File: config.mk
export PLATFORM = sky130hd
export DESIGN_NAME = noc_resp_tx_flat
export DESIGN_NICKNAME = d
export VERILOG_FILES = /design/src/rtl/noc_resp_tx_if.sv /design/src/rtl/noc_resp_tx.sv /design/src/flat_wrapper.sv
export SDC_FILE = /design/constraint.sdc
export NUM_CORES = 1
export LEC_CHECK = 0
export BUFFER_PORTS_ARGS = -buffer_cell sky130_fd_sc_hd__buf_2
export CELL_PAD_IN_SITES_DETAIL_PLACEMENT = 1
export CELL_PAD_IN_SITES_GLOBAL_PLACEMENT = 1
export CORE_ASPECT_RATIO = 0.9
export CORE_MARGIN = 5
export CORE_UTILIZATION = 45
export DETAILED_ROUTE_END_ITERATION = 10
export PLACE_DENSITY_LB_ADDON = 0.05
export REMOVE_ABC_BUFFERS = 1
export SLEW_MARGIN = 30
export SYNTH_ARGS = -nofsm -noshare
export SYNTH_HDL_FRONTEND = slang
export SYNTH_SLANG_ARGS = --single-unit
File: constraint.sdc
create_clock -name clk -period 3.61 [get_ports clk]
set_input_delay 0.722 -clock clk [delete_from_list [all_inputs] [get_ports clk]]
set_output_delay 0.722 -clock clk [all_outputs]
set_load 0.05 [all_outputs]
File: src/rtl/noc_resp_tx_if.sv
// Request and payload handshake bundle between the command parser and the response transmitter.
// The master side presents requests and payload bytes; the slave side (transmitter) pulls them.
interface noc_resp_tx_if;
  logic       req_valid;
  logic       req_ready;
  logic       req_type;
  logic [7:0] req_return_id;
  logic       req_err;
  logic [2:0] req_err_code;
  logic [7:0] req_len;
  logic       data_valid;
  logic       data_ready;
  logic [7:0] data_in;

  modport master (
    output req_valid, req_type, req_return_id, req_err, req_err_code, req_len,
    output data_valid, data_in,
    input  req_ready, data_ready
  );

  modport slave (
    input  req_valid, req_type, req_return_id, req_err, req_err_code, req_len,
    input  data_valid, data_in,
    output req_ready, data_ready
  );
endinterface

File: src/rtl/noc_resp_tx.sv
// NoC response transmitter: serialises READ/WRITE_RESPONSE packets onto the 9-bit {ale,cmd} bus,
// inserting IDLE fillers while payload is late and aborting with END after too many fillers.
module noc_resp_tx #(
  parameter int unsigned DATA_WAIT_MAX = 15
) (
  input  logic        clk,
  input  logic        rst,
  noc_resp_tx_if.slave bus,
  output logic        ale_out,
  output logic [7:0]  cmd_out,
  output logic        busy,
  output logic        underrun,
  output logic [15:0] tx_pkt_count
);

  localparam logic [7:0] WaitMax = 8'(DATA_WAIT_MAX);

  typedef enum logic [2:0] {
    StIdle,
    StRid,
    StLen,
    StData,
    StEnd
  } state_e;

  state_e     state_q;
  logic       type_q;
  logic [7:0] rid_q;
  logic [7:0] len_q;
  logic [7:0] remaining_q;
  logic [7:0] wait_q;
  logic       accept;
  logic       data_hs;

  // Handshakes are held off while reset is asserted.
  assign bus.req_ready  = (state_q == StIdle) & ~rst;
  assign bus.data_ready = (state_q == StData) & (wait_q < WaitMax) & ~rst;
  assign accept         = bus.req_valid & bus.req_ready;
  assign data_hs        = bus.data_valid & bus.data_ready;
  assign busy           = (state_q != StIdle);

  always_ff @(posedge clk or posedge rst) begin
    if (rst) begin
      state_q      <= StIdle;
      ale_out      <= 1'b1;
      cmd_out      <= 8'h00;
      underrun     <= 1'b0;
      tx_pkt_count <= 16'h0000;
      type_q       <= 1'b0;
      rid_q        <= 8'h00;
      len_q        <= 8'h00;
      remaining_q  <= 8'h00;
      wait_q       <= 8'h00;
    end else begin
      underrun <= 1'b0;
      unique case (state_q)
        StIdle: begin
          ale_out <= 1'b1;
          cmd_out <= 8'h00;
          if (accept) begin
            type_q  <= bus.req_type;
            rid_q   <= bus.req_return_id;
            // Errored responses carry no payload, so the length byte is forced to zero.
            len_q   <= bus.req_err ? 8'h00 : bus.req_len;
            cmd_out <= {(bus.req_type ? 2'b10 : 2'b01), 2'b00, bus.req_err, bus.req_err_code};
            state_q <= StRid;
          end
        end
        StRid: begin
          ale_out <= 1'b0;
          cmd_out <= rid_q;
          state_q <= type_q ? StEnd : StLen;
        end
        StLen: begin
          ale_out     <= 1'b0;
          cmd_out     <= len_q;
          remaining_q <= len_q;
          wait_q      <= 8'h00;
          state_q     <= (len_q == 8'h00) ? StEnd : StData;
        end
        StData: begin
          if (data_hs) begin
            ale_out     <= 1'b0;
            cmd_out     <= bus.data_in;
            remaining_q <= remaining_q - 8'd1;
            wait_q      <= 8'h00;
            if (remaining_q == 8'd1) state_q <= StEnd;
          end else if (wait_q < WaitMax) begin
            ale_out <= 1'b1;
            cmd_out <= 8'h00;
            wait_q  <= wait_q + 8'd1;
          end else begin
            // Starved: close the packet now; unsent payload bytes are left unconsumed.
            ale_out      <= 1'b1;
            cmd_out      <= 8'hE0;
            underrun     <= 1'b1;
            tx_pkt_count <= tx_pkt_count + 16'd1;
            state_q      <= StIdle;
          end
        end
        StEnd: begin
          ale_out      <= 1'b1;
          cmd_out      <= 8'hE0;
          tx_pkt_count <= tx_pkt_count + 16'd1;
          state_q      <= StIdle;
        end
        default: state_q <= StIdle;
      endcase
    end
  end

endmodule

File: src/flat_wrapper.sv
// flat-port wrapper written by rule: the top's interface ports become plain ports
module noc_resp_tx_flat 
#(
  parameter int unsigned DATA_WAIT_MAX = 15
)
  (clk, rst, ale_out, cmd_out, busy, underrun, tx_pkt_count, bus_req_valid, bus_req_type, bus_req_return_id, bus_req_err, bus_req_err_code, bus_req_len, bus_data_valid, bus_data_in, bus_req_ready, bus_data_ready);
  noc_resp_tx_if bus_i ();
  input  logic clk;
  input  logic rst;
  output logic ale_out;
  output logic [7:0] cmd_out;
  output logic busy;
  output logic underrun;
  output logic [15:0] tx_pkt_count;
  input wire logic [$bits(bus_i.req_valid)-1:0] bus_req_valid;
  input wire logic [$bits(bus_i.req_type)-1:0] bus_req_type;
  input wire logic [$bits(bus_i.req_return_id)-1:0] bus_req_return_id;
  input wire logic [$bits(bus_i.req_err)-1:0] bus_req_err;
  input wire logic [$bits(bus_i.req_err_code)-1:0] bus_req_err_code;
  input wire logic [$bits(bus_i.req_len)-1:0] bus_req_len;
  input wire logic [$bits(bus_i.data_valid)-1:0] bus_data_valid;
  input wire logic [$bits(bus_i.data_in)-1:0] bus_data_in;
  output wire logic [$bits(bus_i.req_ready)-1:0] bus_req_ready;
  output wire logic [$bits(bus_i.data_ready)-1:0] bus_data_ready;
  assign bus_i.req_valid = bus_req_valid;
  assign bus_i.req_type = bus_req_type;
  assign bus_i.req_return_id = bus_req_return_id;
  assign bus_i.req_err = bus_req_err;
  assign bus_i.req_err_code = bus_req_err_code;
  assign bus_i.req_len = bus_req_len;
  assign bus_i.data_valid = bus_data_valid;
  assign bus_i.data_in = bus_data_in;
  assign bus_req_ready = bus_i.req_ready;
  assign bus_data_ready = bus_i.data_ready;
  noc_resp_tx #(.DATA_WAIT_MAX(DATA_WAIT_MAX)) u_core (.clk(clk), .rst(rst), .bus(bus_i), .ale_out(ale_out), .cmd_out(cmd_out), .busy(busy), .underrun(underrun), .tx_pkt_count(tx_pkt_count));
endmodule
# --- Word-level counts from Yosys, hierarchy flattened ---
# Cells that the tools add are included.
# Widths: inputs -> output; s select.
word_totals:
  regBits: 62
  input_bits: 33
  output_inout_bits: 29
  elab_cells: 72
op_classes:
  n_addsub: 3
  order_cmp: 1
  n_eq_ne: 12
  n_mux: 26
  n_bitwise: 6
  reduce_logical: 14
op_table:
  columns: ["cell", "count"]
  rows:
  - ["$mux 8", 7]
  - ["$pmux 8 s5", 1]
  - ["$mux 16", 2]
  - ["$pmux 16 s2", 1]
  - ["$pmux 8 s2", 2]
  - ["$mux 3", 6]
  - ["$add 16x1->16 const B", 1]
  - ["$pmux 3 s4", 1]
  - ["$add 8x1->8 const B", 1]
  - ["$eq 8x1->1 const B", 1]
  - ["$logic_not 8->1", 1]
  - ["$lt 8x4->1 const B", 1]
  - ["$sub 8x1->8 const B", 1]
  - ["$eq 3x2->1 const B", 2]
  - ["$ne 3x2->1 const B", 2]
  - ["$reduce_and 2->1", 3]
  - ["$reduce_and 3->1", 2]
  - ["$reduce_bool 3->1", 2]
  - ["$and 1x1->1", 5]
  - ["$reduce_bool 5->1", 1]
  - ["$mux 1", 4]
  - ["$ne 2x1->1 const B", 2]
  - ["$ne 2x2->1 const B", 2]
  - ["$reduce_bool 2->1", 2]
  - ["other kinds (8)", 9]

# --- Depth between registers and ports, before layout ---
depth:
  ltp_word: 6
  depth_mapped: 6
  depth_no_buf: 5

# --- Worst setup path before layout ---
# OpenSTA, ideal clock, no wires.
synth_path:
  kind: "input -> register"
  startpoint: "in rst"
  endpoint: "reg u_core.len_q[0]"
  setup_time_ps: 136
  t_arrival_ps: 2877
  t_required_ps: 3474
  path_slack_ps: 598
  path_stages: 5
  path_buffers: 1
  cell_sequence: "inv_1 nand3_1 clkbuf_1 nand2_1 o21ai_0"
synth_via:
  elab_chain_cells: 4
synth_lines:
  columns: ["item", "line_no", "source"]
  rows:
  - ["from (decl)", "flat_wrapper.sv:9", "input logic rst;"]
  - ["$not 1->1", "noc_resp_tx.sv:36", "assign bus.req_ready = (state_q == StIdle) & ~rst;"]
  - ["$and 1x1->1", "noc_resp_tx.sv:36", null]
  - ["$and 1x1->1", "noc_resp_tx.sv:38", "assign accept = bus.req_valid & bus.req_ready;"]
  - ["$reduce_and 2->1 (no source line)", null, null]
  - ["to (signal assigned)", "noc_resp_tx.sv:64", "len_q <= bus.req_err ? 8'h00 : bus.req_len;"]
  - ["to (decl)", "noc_resp_tx.sv:29", "logic [7:0] len_q;"]
# No other way between the ends.
# A chain may end at the register's enable or synchronous reset.

# --- Final worst setup path ---
layout_path:
  startpoint: "reg u_core.state_q[0]"
  endpoint: "out bus_data_ready"
layout_via:
  elab_chain_cells: 3
layout_lines:
  columns: ["item", "line_no", "source"]
  rows:
  - ["from (decl)", "noc_resp_tx.sv:26", "state_e state_q;"]
  - ["from (signal assigned)", "noc_resp_tx.sv:44", "state_q <= StIdle;"]
  - ["from (signal assigned)", "noc_resp_tx.sv:66", "state_q <= StRid;"]
  - ["from (signal assigned)", "noc_resp_tx.sv:72", "state_q <= type_q ? StEnd : StLen;"]
  - ["$eq 3x2->1", "noc_resp_tx.sv:37", "assign bus.data_ready = (state_q == StData) & (wait_q < WaitMax) & ~rst;"]
  - ["$and 1x1->1 (2 in series)", "noc_resp_tx.sv:37", null]
  - ["to (decl)", "flat_wrapper.sv:24", "output wire logic [$bits(bus_i.data_ready)-1:0] bus_data_ready;"]
# No other way between the ends.

==> flow_summary.toml <==
[outcome]
status = "completed"

[global_routing]
grt_first_pass_wirelength_mm = 15.03
antenna_found_initial = 0
grt_pass1_vias = 2926
grt-ovfl-total = 0
grt_max_degree = 49
grt_usage = 0.2077

[setup_path]
cp_slowest_stage_delay_ps = 750
r2r-end = "u_core.tx_pkt_count[1]$_DFFE_PP0P_"
worst_r2r_path_depth = 4
r2r_start = "u_core.state_q[0]$_DFFE_PP0P_"
cp.required_ps = 2890
cp_slowest_cell = "dfrtp_1"
r2r_slack_ps = 1130
cp-start-kind = "register"
criticalPathCategory = "register to primary output"
path_cells = "nand3b_2 > nor3_1 > buf_2"
crit_path_end_kind = "primary output"
cp_max_fo = 22
arrival_ps = 2100

[synthesis]
ys_types = 54
ys_warn_count = 0
synth_edf_count = 0
ys_ff_latch = 62
ys_top_cells_by_area = "dfrtp_1 (47%), nand2_1 (6.1%), xnor2_1 (4.1%)"
ys_seq_area_frac = 0.4799
synth_top_cell_area_share = 0.4718
synth_ff_type = "dfrtp_1"
yosysTopAreaCell = "dfrtp_1"
synth_area_sq_um = 3236
async_flop_share = 1.000
syn_area_per_cell_sq_um = 9.573
synthCells = 338

[clock_network]
cts_tree = "yes"
h-tree-depth = 3
cts_setup_buffers = 0
cts_resized = 0
clock_sinks = 62
clock_path_buffers = 2
cts_buffers = 9
clk_latency_ps = 340
clock-root-buffer = "clkbuf_8"
path_clk_slew_ps = 70
cts_hold_buf = 0

[die]
start_util = 0.4597
die_y_microns = 90.45
fp.dieW_microns = 99.38
core_area_sq_um = 7039
rows = 29
boundaryPins = 62
die_area_sq_um = 8988

[routing]
via_per_inst = 5.692
wl_per_cell_microns = 17.86
num_vias = 2789
drc = 0
dr.pass1.iters = 4
drt_iter0_drc = 115
routed_wl_mm = 8.749
antenna_left = 0

[placement]
io_buffer_count = 61
gp_congestion = 0.8209
dp_hpwl_mm = 6.284
pre_cts_ws_ps = 1140
dp_cells = 476

[sta]
timing.final.ws_setup_ps = 783.6
timing.final.crit_share = 0.7829
rsz0062_at_grt = "no"
period_minus_slack_ps = 2826
worst_pin_slew_ps = 753.3
hold_viol_final = 0
fmax_mhz = 353.8
fin_skew_ps = 11.54
fin_setup_tns_ps = 0
setup_viol = 0
slew_violations = 0
relSlewSlack = 0.4978

[finish]
nets = 431
utilization = 0.5345
final_cells = 490
ff_latch_area_sq_um = 1553
multi_input_area_sq_um = 1580
nFillCells = 847
area_growth_pct = 16.28
drive_gt1_frac = 0.2317
n_antenna_cell = 0

[power]
leakagePower_nw = 1.770
powerDensity_nw_per_um2 = 739.5
peakVddDrop_mv = 0.3924

[hold_path]
hp-class = "input port to asynchronous set/reset pin"

[run]
drv_cap = 0
[cells by family after synthesis]
group | synth area share
compound gates | 0.1698
xor+xnor | 0.04060
fa+ha+maj | 0.01547
buf+inv | 0.03403
flops | 0.4799
mux | 0.01933
simple gates | 0.2409
[critical path, delay by kind of cell, from the launching register on]
family                 cells  cell delay, ps
DFF                        1             750
buffers and inverters      1             300
and+or+nand+nor            2             720
[area by class of cell]
class,count,area share
multi-input combinational,249,0.4200
clock buffer,12,0.03858
tap,93,0.03093
sequential,62,0.4127
inverter,8,0.007981
clock inverter,2,0.002660
timing repair buffer,64,0.08713
[worst max path at each step]
stage / startpoint / to / slack (ps)
after global routing: u_core.state_q[0]$_DFFE_PP0P_ / bus_data_ready / 640
after global placement: u_core.state_q[2]$_DFFE_PP0P_ / u_core.remaining_q[1]$_DFFE_PP0P_ / 1170
after floorplan: rst / u_core.cmd_out[6]$_DFFE_PP0P_ / 30
final: u_core.state_q[0]$_DFFE_PP0P_ / bus_data_ready / 780
after detailed placement: u_core.state_q[0]$_DFFE_PP0P_ / bus_data_ready / 1140
after CTS: u_core.wait_q[7]$_DFFE_PP0P_ / bus_data_ready / 760
[stage by stage]
stage | hold WS, ps | power (mW) | area (sq um)
finish | 398.8 | 2.782 | 3762
detailed placement | 461.1 | 2.279 | 3607
floorplan | 445.7 | 1.919 | 3156
CTS | 384.9 | 2.802 | 3762
global route | 403.1 | 2.995 | 3762
global placement | 462.4 | 2.245 | 3600
[layout by cell type, fill, tap and decap left out, types with 5 or more instances in the layout]
cell	n
dfrtp_1	61
o22ai_1	5
nor3_1	8
o21ai_0	21
o2111ai_1	10
buf_2	61
and3_1	9
inv_1	7
nor2b_1	6
nor4_1	5
xnor2_1	15
nand2_1	53
nand2b_1	14
nor2_1	13
a21oi_1	10
clkbuf_8	10
a22oi_1	11
nand3_1	8
[cell usage after synthesis, drive strengths merged (3+ instances only)]
cell,number
nor2,13
inv,8
a22oi,11
nand3,8
a221oi,3
dfrtp,61
o211ai,3
or2,3
nor3,8
and2,6
xnor2,15
nand3b,3
nor4,7
nand2,53
nor2b,6
mux2i,4
nand4,4
clkbuf,11
nand2b,14
ha,4
o21ai,21
o2111ai,10
o22ai,5
buf,8
a21oi,11
and3,9
[flip-flops by register name (all words and copies together) (netlist names)]
register             count
u_core.tx_pkt_count     16
u_core.len_q             8
u_core.underrun          1
u_core.ale_out           1
u_core.type_q            1
u_core.state_q           3
u_core.remaining_q       8
u_core.wait_q            8
u_core.rid_q             8
u_core.cmd_out           8
[routing by layer]
layer  vias to the layer above  GRT usage  wire (microns)
li1                       1335          -               -
met1                      1389     0.2925            4274
met2                        54     0.3221            4069
met3                        11    0.04324             308
met4                         0    0.05916              97
met5                         -          0               0
[power by group]
part / internal (mW) / total [mW] / switching [mW]
Combinational: 0.393 / 1.11 / 0.713
Clock: 0.258 / 0.514 / 0.256
Sequential: 0.898 / 1.16 / 0.264
No activity file was read; power rests on OpenSTA's default activity.
